File: src/rtl/people_top_control.sv
// people_top_control: player sprite position controller with tick-paced movement, clamping and IDLE/PLAY/DEAD/WIN control.
module people_top_control #(
    parameter int TICK_CYCLES  = 1_000_000,
    parameter int ACTIVE_STAGE = 5,
    parameter int START_UP     = 335,
    parameter int START_LEFT   = 160,
    parameter int MIN_UP       = 40,
    parameter int MAX_UP       = 400,
    parameter int MIN_LEFT     = 160,
    parameter int MAX_LEFT     = 440,
    parameter int GOAL_LEFT    = 430
) (
    input  logic       clk,
    input  logic       rst,
    input  logic [2:0] stage_state,
    input  logic       key_up,
    input  logic       key_down,
    input  logic       key_left,
    input  logic       key_right,
    input  logic       fail,
    output logic [9:0] people_up,
    output logic [9:0] people_left,
    output logic [1:0] people_dir,
    output logic       win,
    output logic [1:0] state
);
    localparam int CW = TICK_CYCLES > 1 ? $clog2(TICK_CYCLES) : 1;
    localparam logic [CW-1:0] LAST = CW'(TICK_CYCLES - 1);

    typedef enum logic [1:0] {IDLE, PLAY, DEAD, WIN} state_t;

    state_t st, st_n;
    logic [CW-1:0] cnt;
    logic tick, active, go_u, go_d, go_l, go_r, mv;
    logic [9:0] up_n, left_n;
    logic [1:0] dir_n;

    assign active = stage_state == 3'(ACTIVE_STAGE);
    assign state = st;
    assign win = st == WIN;

    always_ff @(posedge clk)
        st <= rst ? IDLE : st_n;

    always_comb begin
        st_n = st;
        case (st)
            IDLE: st_n = active && !fail ? PLAY : IDLE;
            PLAY: st_n = !active ? IDLE : fail ? DEAD : people_left >= 10'(GOAL_LEFT) ? WIN : PLAY;
            default: st_n = active ? st : IDLE;
        endcase
    end

    // Opposing keys cancel, so the priority chain only ever sees one key per axis.
    assign go_u = key_up & ~key_down;
    assign go_d = key_down & ~key_up;
    assign go_l = key_left & ~key_right;
    assign go_r = key_right & ~key_left;
    assign mv = go_u | go_d | go_l | go_r;
    assign dir_n = go_u ? 2'd2 : go_d ? 2'd3 : go_l ? 2'd1 : 2'd0;
    assign up_n = go_u ? (people_up > 10'(MIN_UP) ? people_up - 10'd1 : people_up)
                : go_d ? (people_up < 10'(MAX_UP) ? people_up + 10'd1 : people_up)
                : people_up;
    assign left_n = (go_u | go_d) ? people_left
                  : go_l ? (people_left > 10'(MIN_LEFT) ? people_left - 10'd1 : people_left)
                  : go_r ? (people_left < 10'(MAX_LEFT) ? people_left + 10'd1 : people_left)
                  : people_left;

    always_ff @(posedge clk) begin
        if (rst) begin
            cnt <= '0;
            tick <= 1'b0;
            people_up <= 10'(START_UP);
            people_left <= 10'(START_LEFT);
            people_dir <= 2'd0;
        end else begin
            tick <= st == PLAY && cnt == LAST;
            cnt <= (st != PLAY || cnt == LAST) ? '0 : cnt + CW'(1);
            if (st == IDLE) begin
                people_up <= 10'(START_UP);
                people_left <= 10'(START_LEFT);
                people_dir <= 2'd0;
            end else if (st == PLAY && tick && mv) begin
                people_up <= up_n;
                people_left <= left_n;
                people_dir <= dir_n;
            end
        end
    end
endmodule

File: config.mk
export PLATFORM = sky130hd
export DESIGN_NAME = people_top_control
export DESIGN_NICKNAME = d
export VERILOG_FILES = /design/src/rtl/people_top_control.sv
export SDC_FILE = /design/constraint.sdc
export NUM_CORES = 1
export LEC_CHECK = 0
export CORE_MARGIN = 4
export CORE_UTILIZATION = 45
export CTS_CLUSTER_DIAMETER = 80
export DETAILED_ROUTE_END_ITERATION = 10
export PLACE_DENSITY_LB_ADDON = 0.05
export SETUP_SLACK_MARGIN = 0.3
export SYNTH_ARGS = -nofsm -noshare
export SYNTH_HDL_FRONTEND = slang
export SYNTH_SLANG_ARGS = --single-unit
File: constraint.sdc
create_clock -name clk -period 3.4 [get_ports clk]
set_input_delay 0.68 -clock clk [delete_from_list [all_inputs] [get_ports clk]]
set_output_delay 0.68 -clock clk [all_outputs]
set_load 0.01 [all_outputs]
### Word level (Yosys, flattened, before mapping)

Cells that the tools add are included.

* flip-flop bits (word level): 45
* input bits: 10
* output and inout bits: 25
* logic and storage cells: 68

* $add $sub $neg: 5
* order comparisons: 5
* equality and inequality tests: 8
* mux-type cells: 17
* bitwise gates (word level): 12
* reductions and logical operators: 15

Operators by type and width (number)
* $mux 10: 8
* $add 10x1->10 const B: 2
* $add 20x1->20 const B: 1
* $eq 20x20->1 const B: 1
* $lt 10x9->1 const B: 2
* $sub 10x1->10 const B: 2
* $mux 2: 6
* $ge 10x9->1 const B: 1
* $gt 10x6->1 const B: 1
* $gt 10x8->1 const B: 1
* $reduce_bool 2->1: 4
* $ne 2x1->1 const B: 3
* $not 1->1: 5
* $reduce_and 5->1: 1
* $and 1x1->1: 4
* $logic_and 1x1->1: 4
* $pmux 2 s2: 1
* $reduce_and 4->1: 1
* $reduce_or 2->1: 2
* $eq 3x3->1 const B: 1
* $ne 3x1->1 const B: 1
* $or 1x1->1: 3
* $eq 2x1->1 const B: 1
* $eq 2x2->1 const B: 1
* 4 further kinds: 5

### Longest topological paths before layout

Gate-level depths: netlist of run 1.

* depth in word-level cells: 7
* mapped depth: 13
* mapped depth without buffers: 10

### Least setup slack after synthesis of run 1

Ideal clock, no wire load.

* path kind: input to register
* start: input key_down
* end: register people_up[6]
* setup time: 0.072 ns
* arrival: 2.794 ns
* data required time: 3.328 ns
* setup slack: 0.534 ns
* stages on the path: 13
* buffers on the path: 3
* cell sequence: inv_1 -> ha_1 -> buf_2 -> buf_4 -> buf_2 -> xor2_1 -> ha_1 -> a21boi_1 -> o22ai_1 -> or2_1 -> o31a_1 -> a21oi_2 -> mux2i_1

* longest elaborated chain between the ends: 7
* elaborated cells between the ends (all ways): 12
* those cells by class: 1 x eq/ne; 1 x mux; 6 x bitwise; 4 x reduce/logical

RTL lines
* from (decl): line 17 `input logic key_down,`
* $not 1->1: line 55 `assign go_u = key_up & ~key_down;`
* $and 1x1->1: line 55
* $or 1x1->1 (3 in series): line 59 `assign mv = go_u | go_d | go_l | go_r;`
* $logic_and 1x1->1: line 83 `end else if (st == PLAY && tick && mv) begin`
* $reduce_and 4->1 (no source line)
* to (signal assigned): line 73 `people_up <= 10'(START_UP);`
* to (signal assigned): line 80 `people_up <= 10'(START_UP);`
* to (signal assigned): line 84 `people_up <= up_n;`
* to (decl): line 21 `output logic [9:0] people_up,`

Parallel ways exist; a longest one is shown, timed or not.
A chain may end at the register's enable or synchronous reset.

### Worst setup path in the final report of run 1

Ends and elaborated chain as after synthesis.

==> results of run 1 <==
flip-flops by register name, summed over array words and instances (netlist names):
name and count:
people_left 10, tick 1, cnt 20, people_dir 2, people_up 10, state 2
final timing paths:
kind                                                start                        end  slack, ns  cells past startpoint
worst max-delay path                             key_down  people_up[6]$_SDFFE_PP1P_       0.57                     11
worst min-delay path                    cnt[0]$_SDFF_PP0_          cnt[0]$_SDFF_PP0_       0.46                      1
worst max register to register  people_up[1]$_SDFFE_PP1P_  people_up[6]$_SDFFE_PP1P_       1.19                      8
worst min register to register          cnt[0]$_SDFF_PP0_          cnt[0]$_SDFF_PP0_       0.46                      1
layout make-up:
cell class | count | area (um2)
Clock buffer | 6 | 72.6
Clock inverter | 2 | 15.0
Fill cell | 700 | 3230
Inverter | 12 | 45.0
Multi-Input combinational cell | 313 | 2090
Sequential cell | 45 | 901
Tap cell | 96 | 120
Timing Repair Buffer | 41 | 393
synth_stat cells (2+ instances only):
cell type  count  area, um2
dfxtp_1       45        901
nand4_1        3       18.8
buf_6          5       56.3
nor2_1        55        206
and3_1         2       12.5
a21oi_1       24        120
nand4bb_1      3       33.8
a31oi_1        3       18.8
o22ai_1        4       25.0
nor2b_1        2       12.5
a21oi_2        4       35.0
nor3b_1        6       45.0
nor4_1         2       12.5
a211oi_1       3       22.5
nor3_2         3       30.0
nand2_1       28        105
nor3_1         6       30.0
nand3b_1       4       30.0
a31o_2         3       26.3
a21o_1         2       15.0
buf_2         14       70.1
o211ai_1       2       15.0
or3_1         12       75.1
or2_1          3       18.8
a22oi_1        4       30.0
and2_1         3       18.8
a32oi_1        2       17.5
o21ai_0       16       80.1
inv_1         12       45.0
nand3_1       19       95.1
mux2i_1        8       80.1
a221o_1        2       20.0
ha_1          11        138
clkbuf_1       6       22.5
xnor2_1       16        140
buf_4          4       30.0
a41oi_1        2       17.5
nand2b_1       4       25.0
o211ai_2       2       25.0
nand4b_1       2       17.5
xor2_1        18        158
cells by family (layout without fill, tap and decap cells):
group	count (synthesis)	in the layout	synth area share, %
AOI/OAI and AO/OA	93	93	20.7
xor gates and xnor gates	34	34	9.26
adders and majority gates	11	11	4.28
buffers and inverters	41	61	6.97
DFF	45	45	28.0
muxes	9	9	2.84
and+or+nand+nor	166	166	27.9
worst reg2reg max path, cell delays in order (launching register included):
cell and delay (ns):
dfxtp_1 0.57, xor2_1 0.18, ha_1 0.20, a21boi_1 0.16
o22ai_1 0.11, or2_1 0.30, o31a_1 0.26, a21oi_2 0.17
mux2i_1 0.19
power by group through the flow:
stage	clock network [mW]	logic, mW	registers [mW]
final	0.348	0.0897	0.528
after global routing	0.384	0.0995	0.528
after CTS	0.363	0.0897	0.528
after detailed placement	0	0.0888	0.540
after global placement	0	0.0879	0.540
after floorplan	0	0.0634	0.540
routing by layer:
metal / wire, um / part of all wire, % / vias to the layer above / global-route usage (%)
li1: - / - / 1456 / -
met1: 3840 / 52 / 1342 / 25.2
met2: 3220 / 43 / 49 / 27.3
met3: 289 / 3.9 / 9 / 3.66
met4: 87 / 1.2 / 0 / 4.21
met5: 0 / 0 / - / 0
==> impl_metrics.py, run 1 <==
metrics = {
    "status": {
        "status": "completed",
    },
    "power_and_ir_drop": {
        "p_per_area_nw_per_um2": 265,
        "peakVddDrop_uv": 213,
        "comb_power_share_pct": 9.3,
        "p_sw_mw": 0.253,
        "finalPower_mw": 0.965,
        "swShare_pct": 26.2,
        "leakagePower_nw": 1.24,
        "internal-power_mw": 0.712,
        "sequentialPowerShare_pct": 54.7,
        "clkPwrFrac_pct": 36.0,
    },
    "timing": {
        "slew_headroom_pct": 54.8,
        "finalWorstSetupSlack_ns": 0.569,
        "fin_skew_ns": 0.00399,
        "drv_slew": 0,
        "rsz0062_at_grt": "no",
        "fin_tns_setup_ns": 0,
        "setup_viol": 0,
        "clock.fmax_mhz": 353,
        "final.min_clock_period_ns": 2.83,
        "hold_violations": 0,
        "tightest_slew_ns": 0.679,
        "fin_crit_sh_pct": 83.3,
        "hold-worst-slack_ns": 0.463,
    },
    "route": {
        "route.vias.total": 2856,
        "viasPerCell": 5.55,
        "routed_wl_um": 7450,
        "first_pass_iters": 4,
        "drcViolationCount": 0,
        "wl_per_cell_um": 14.5,
        "drt_iter0_drc": 141,
        "postRouteAntennaNets": 0,
    },
    "placed_design": {
        "dp.final_hpwl_um": 5280,
        "place_ws_ns": 0.282,
        "place.gp.congestion": 0.838,
        "port_buffers": 34,
        "dp_cells": 507,
        "dpl_cell_area_um2": 3550,
    },
    "worst_hold_path": {
        "hold_class": "reg2reg",
    },
    "clock_network": {
        "cts_setup_buffers": 0,
        "clk_latency_ns": 0.30,
        "cts_buffers": 5,
        "h-tree-depth": 2,
        "clockBufferDepth": 2,
        "cts_tree": "built",
        "cts_sinks": 45,
        "clk_pin_slew_ns": 0.09,
        "clockRootBuffer": "clkbuf_8",
        "cts_resized": 0,
        "hold_buffers": 0,
    },
    "critical_path": {
        "path_delay_family": "buffers and inverters",
        "cp_cell_sequence": "clkdlybuf4s50_1 > inv_1 > ha_1 > xor2_1 > ha_1 > or3_1 > a21oi_1 > or2_1 > a32oi_1 > a21oi_2 > mux2i_1",
        "crit_buf_inv": 2,
        "cpPeakStageDelay_ns": 0.50,
        "cp-start-kind": "input pin",
        "setup.worst_path.end_class": "flop",
        "arrival_ns": 3.07,
        "path_common_cell": "ha_1",
        "cp_max_fo": 4,
        "path_class": "in2reg",
        "worstPathRequired_ns": 3.64,
        "worst_path_max_delay_cell": "clkdlybuf4s50_1",
    },
    "yosys": {
        "syn-num-nets": 420,
        "synth_cells": 399,
        "avgSynthCellArea_um2": 8.06,
        "netlist_area_um2": 3210,
        "synth_cell_types": 71,
        "ys_async_sr_fraction_pct": 0,
        "yosys_warnings": 0,
        "synth_seq_cells": 45,
        "ys_seq_area_share_pct": 28.0,
        "ys.flop_type": "dfxtp_1",
        "synth-edff-count": 0,
    },
    "global_routing": {
        "grt_pass1_wl_um": 12600,
        "antenna_found_initial": 0,
        "first_global_vias": 2613,
        "grt_max_degree": 21,
        "grt_overflow": 0,
        "track_usage_pct": 17.7,
    },
    "floorplanning": {
        "die_w_um": 92.5,
        "rows": 30,
        "die_area_um2": 8560,
        "io_pins": 35,
        "die_h_um": 92.5,
        "start_util_pct": 46.8,
        "core_area_um2": 6870,
    },
    "finish": {
        "final_cell_mix": "nor2_1, dfxtp_1, clkdlybuf4s50_1, nand2_1, a21oi_1",
        "fin_util_pct": 52.9,
        "instances_no_fill": 515,
        "drive_above_1_share_pct": 8.35,
        "final_common_cell": "nor2_1",
        "finalNetCount": 439,
        "area.growth.synth_to_final_pct": 13.1,
        "antenna_cells": 0,
        "stdcell_area_um2": 3640,
    },
    "job": {
        "cap_viol_max_count": 0,
    },
}
Note: power is estimated with default switching activity, not from simulation.
==> inputs of run 2 (changes only) <==
clock period = 2.5 ns   (was 3.4 ns; I/O delays follow)
==> run 2 against run 1 <==
Non-clock buffer count up 43; first-iteration DRC count up 44%; register-to-register slack worse by 0.74 ns; die area unchanged; clock power up 45%.
==> impl_metrics.py, run 2 (synthesis gave the netlist of run 1 again) <==
metrics = {
    "clock_network": {
        "cts_tree": "built",
        "cts_sinks": 45,
        "clk_latency_ns": 0.31,
        "cts_buffers": 5,
        "clockBufferDepth": 2,
        "h-tree-depth": 2,
        "clockRootBuffer": "clkbuf_8",
        "hold_buffers": 0,
        "clk_pin_slew_ns": 0.09,
    },
    "critical_path": {
        "r2r-end": "people_up[6]$_SDFFE_PP1P_",
        "worstPathRequired_ns": 2.74,
        "setup.worst_path.end_class": "flop",
        "crit_buf_inv": 3,
        "cp-start-kind": "input pin",
        "worst_path_max_delay_cell": "o31a_1",
        "path_common_cell": "buf_6",
        "cp_cell_sequence": "buf_6 > buf_6 > inv_12 > ha_4 > xor2_2 > ha_2 > a21boi_2 > o22ai_2 > or2_4 > o31a_1 > a21oi_2 > mux2i_1",
        "cp_max_fo": 5,
        "reg2reg_from": "people_up[1]$_SDFFE_PP1P_",
        "path_delay_family": "compound AO/OA/AOI/OAI gates",
        "arrival_ns": 2.40,
        "r2r_slack_ns": 0.45,
        "path_class": "in2reg",
        "r2r_cells": 8,
        "cpPeakStageDelay_ns": 0.30,
    },
    "finish": {
        "largest_reg_flops": 20,
        "area.growth.synth_to_final_pct": 32.3,
        "stdcell_area_um2": 4250,
        "final_common_cell": "nor2_1",
        "fillers": 634,
        "finalNetCount": 482,
        "top_register": "cnt",
        "drive_above_1_share_pct": 25.8,
        "antenna_cells": 0,
        "fin_util_pct": 61.9,
        "largestRegisters": "cnt x20, people_left x10, people_up x10",
        "final_cell_mix": "nor2_1, buf_4, dfxtp_1, clkdlybuf4s50_1, nand2_1",
        "instances_no_fill": 558,
    },
    "route": {
        "route.vias.total": 3070,
        "wl_per_cell_um": 14.8,
        "first_pass_iters": 4,
        "viasPerCell": 5.50,
        "drt_iter0_drc": 203,
        "postRouteAntennaNets": 0,
        "drcViolationCount": 0,
        "routed_wl_um": 8280,
    },
    "global_routing": {
        "grt_pass1_wl_um": 13800,
        "antenna_found_initial": 0,
        "first_global_vias": 2883,
        "track_usage_pct": 19.5,
        "grt_overflow": 0,
        "grt_max_degree": 21,
    },
    "worst_hold_path": {
        "hp-start": "cnt[0]$_SDFF_PP0_",
        "whs_path_depth": 1,
        "hold_end": "cnt[0]$_SDFF_PP0_",
        "hold_class": "reg2reg",
    },
    "timing": {
        "final.min_clock_period_ns": 2.17,
        "clock.fmax_mhz": 462,
        "fin_skew_ns": 0.00798,
        "slew_headroom_pct": 64.6,
        "hold-worst-slack_ns": 0.468,
        "hold_violations": 0,
        "setup_viol": 0,
        "drv_slew": 0,
        "rsz0062_at_grt": "yes",
        "fin_tns_setup_ns": 0,
        "finalWorstSetupSlack_ns": 0.334,
        "fin_crit_sh_pct": 86.7,
        "tightest_slew_ns": 0.525,
    },
    "power_and_ir_drop": {
        "peakVddDrop_uv": 239,
        "finalPower_mw": 1.41,
        "p_per_area_nw_per_um2": 331,
        "leakagePower_nw": 1.51,
    },
    "placed_design": {
        "dp_cells": 542,
        "dp.final_hpwl_um": 5800,
        "port_buffers": 34,
        "place.gp.congestion": 0.842,
        "place_ws_ns": -0.365,
        "dpl_cell_area_um2": 3910,
    },
    "floorplanning": {
        "die_area_um2": 8560,
        "die_h_um": 92.5,
        "io_pins": 35,
        "rows": 30,
        "die_w_um": 92.5,
        "start_util_pct": 46.8,
        "core_area_um2": 6870,
    },
    "job": {
        "cap_viol_max_count": 0,
    },
    "status": {
        "status": "completed",
    },
}
-- run 2: changes by cell type in the layout (fill, tap and decap cells not counted), sizes merged --
cell and delta:
buf +44, clkdlybuf4s50 -4, clkbuf +2, clkinvlp -2, clkdlybuf4s15 +1, clkinv +1, inv +1
-- run 2: layout make-up --
cell class | count | area [um2] | area share [%]
multi-input cells | 313 | 2320 | 54.5
flip-flops and latches | 45 | 902 | 21.2
repair buffers | 84 | 741 | 17.4
well taps | 96 | 120 | 2.82
clock buffers | 6 | 82.6 | 1.94
inverters | 12 | 70.1 | 1.65
clock inverters | 2 | 17.5 | 0.412
-- run 2: metal layers --
layer | global-route usage (%) | share of wire (%) | up-vias
met2 | 31.8 | 48 | 72
met1 | 26.7 | 46 | 1442
met5 | 0 | 0 | -
met3 | 3.25 | 4.4 | 11
li1 | - | - | 1545
met4 | 5.20 | 1.5 | 0
-- run 2: report_power, final --
group | leakage (nW) | internal, mW | switching [mW] | total, mW
logic | 1.10 | 0.0946 | 0.0898 | 0.184
registers | 0.362 | 0.716 | 0.000880 | 0.717
clock network | 0.0518 | 0.230 | 0.275 | 0.505
-- run 2: worst max path at each step --
stage | startpoint | endpoint | slack [ns] | depth (start not counted)
floorplan | key_down | people_up[6]$_SDFFE_PP1P_ | 0.04 | 13
global placement | key_down | people_up[6]$_SDFFE_PP1P_ | -0.33 | 12
detailed placement | key_down | people_up[7]$_SDFFE_PP0P_ | -0.36 | 11
CTS | key_right | people_left[2]$_SDFFE_PP0P_ | 0.30 | 8
global route | key_down | people_up[6]$_SDFFE_PP1P_ | 0.20 | 12
finish | key_down | people_up[6]$_SDFFE_PP1P_ | 0.33 | 12
-- run 2: what timing repair did --
action                                  4_1_cts  5_1_grt
pin swaps                                    14       16
endpoints found under the setup margin       20       14
resized for setup                            24       20
buffers inserted                              5        3
==> inputs of run 3 (changes only) <==
CORE_MARGIN = not set   (was 4)
CORE_UTILIZATION = 52   (was 45)
==> run 3 against run 2 <==
Non-clock buffer count decreased by 2; final area decreased by 1.8%; sequential share of layout area increased by 0.36 points; critical path type unchanged; core utilization increased by 8.2 points; wire length decreased by 1.5%.
==> impl_metrics.py, run 3 (synthesis gave the netlist of run 1 again) <==
metrics = {
    "global_routing": {
        "grtUsageMet2_pct": 42.0,
        "gr-usage-met1_pct": 34.4,
        "antenna_found_initial": 0,
        "track_usage_pct": 25.7,
        "first_global_vias": 2730,
        "grt_overflow": 0,
        "grt-busiest-layer": "met2",
        "grt_pass1_wl_um": 12900,
        "use_met3_pct": 4.20,
        "grt_max_degree": 21,
    },
    "power_and_ir_drop": {
        "internal-power_mw": 1.10,
        "p_sw_mw": 0.351,
        "finalPower_mw": 1.45,
        "swShare_pct": 24.2,
        "peakVddDrop_uv": 386,
        "leakagePower_nw": 1.49,
        "comb_power_share_pct": 12.1,
        "p_per_area_nw_per_um2": 348,
        "sequentialPowerShare_pct": 49.4,
        "clkPwrFrac_pct": 38.5,
    },
    "placed_design": {
        "place.gp.congestion": 0.941,
        "dpl_cell_area_um2": 3840,
        "port_buffers": 34,
        "dp.final_hpwl_um": 5600,
    },
    "timing": {
        "hold_violations": 0,
        "setup_viol": 0,
        "fin_crit_sh_pct": 86.6,
        "fin_tns_setup_ns": 0,
        "clock.fmax_mhz": 462,
        "drv_slew": 0,
        "fin_skew_ns": 0.00476,
        "hold-worst-slack_ns": 0.461,
        "rsz0062_at_grt": "yes",
        "final.min_clock_period_ns": 2.16,
        "tightest_slew_ns": 0.499,
        "slew_headroom_pct": 66.6,
    },
    "finish": {
        "stdcell_area_um2": 4180,
        "fin_util_pct": 70.1,
        "final_common_cell": "nor2_1",
        "area.growth.synth_to_final_pct": 29.9,
        "top_register": "cnt",
        "largest_reg_flops": 20,
        "antenna_cells": 0,
        "finalNetCount": 482,
        "final_cell_mix": "nor2_1, dfxtp_1, buf_4, clkdlybuf4s50_1, nand2_1",
        "drive_above_1_share_pct": 23.0,
        "fillers": 500,
        "largestRegisters": "cnt x20, people_left x10, people_up x10",
    },
    "critical_path": {
        "worst_path_max_delay_cell": "a211oi_1",
        "worstPathRequired_ns": 2.69,
        "cp_cell_sequence": "clkdlybuf4s15_1 > buf_6 > inv_12 > ha_1 > buf_4 > nand2_1 > o22ai_1 > a211oi_2 > a211oi_1 > nor3_1 > nand3b_1",
        "arrival_ns": 2.35,
        "cpPeakStageDelay_ns": 0.37,
        "setup.worst_path.end_class": "flop",
        "cp-start-kind": "input pin",
        "cp_max_fo": 9,
        "path_class": "in2reg",
    },
    "clock_network": {
        "clk_pin_slew_ns": 0.09,
        "cts_sinks": 45,
        "h-tree-depth": 2,
        "cts_tree": "built",
        "clockRootBuffer": "clkbuf_8",
        "cts_buffers": 5,
        "clk_latency_ns": 0.30,
        "clockBufferDepth": 2,
    },
    "route": {
        "route.vias.total": 3122,
        "postRouteAntennaNets": 0,
        "drt_iter0_drc": 295,
        "wl_per_cell_um": 15.2,
        "viasPerCell": 5.82,
        "first_pass_iters": 5,
        "routed_wl_um": 8150,
        "drcViolationCount": 0,
    },
    "floorplanning": {
        "die_w_um": 80.6,
        "die_area_um2": 6500,
        "die_h_um": 80.6,
        "io_pins": 35,
        "rows": 28,
        "core_area_um2": 5960,
        "start_util_pct": 54.0,
    },
    "status": {
        "status": "completed",
    },
    "job": {
        "cap_viol_max_count": 0,
    },
    "worst_hold_path": {
        "hold_class": "reg2reg",
    },
}
[run 3: layout make-up]
cell class / count / area [um2] / area share, %
multi-input combinational: 315 / 2290 / 54.9
tap: 75 / 93.8 / 2.25
timing repair buffer: 82 / 712 / 17.0
inverter: 12 / 70.1 / 1.68
clock buffer: 5 / 68.8 / 1.65
sequential: 45 / 901 / 21.6
clock inverter: 2 / 38.8 / 0.929
[run 3: worst paths after layout]
path,start,endpoint,slack [ns],depth (start not counted)
min reg2reg,cnt[0]$_SDFF_PP0_,cnt[0]$_SDFF_PP0_,0.46,1
max,key_right,people_left[7]$_SDFFE_PP1P_,0.34,11
max reg2reg,people_up[1]$_SDFFE_PP1P_,people_up[6]$_SDFFE_PP1P_,0.35,8
min,cnt[0]$_SDFF_PP0_,cnt[0]$_SDFF_PP0_,0.46,1
[run 3: worst max-delay path, delay by kind of cell]
kind            cells  cell delay, ns
buf+inv             4            0.55
compound gates      3            0.76
fa+ha+maj           1            0.23
simple gates        3            0.31
[run 3: through the flow]
stage,instances,setup slack [ns]
2_1_floorplan,399,0.0437
3_3_place_gp,517,-0.288
3_5_place_dp,517,-0.350
4_1_cts,526,0.333
5_1_grt,536,0.250
6_report,536,0.336
[run 3: timing repair]
item                       in CTS  in global routing
hold buffers                    0                  0
cloned                          0                  2
pin swaps                      12                 12
setup endpoints to repair      20                 12
resized for setup              20                 18
buffers inserted                2                  8
[run 3: power by group through the flow]
| stage | combinational [mW] | clock (mW) | sequential (mW) |
|---|---|---|---|
| after CTS | 0.164 | 0.573 | 0.717 |
| after global placement | 0.156 | 0 | 0.734 |
| final | 0.175 | 0.559 | 0.717 |
| after floorplan | 0.0980 | 0 | 0.734 |
| after global routing | 0.189 | 0.604 | 0.718 |
| after detailed placement | 0.158 | 0 | 0.734 |
[run 3: metal layers]
metal	vias up	part of all wire, %
met3	10	4.1
met1	1459	47
met2	102	48
li1	1551	-
met5	-	0
met4	0	1.2
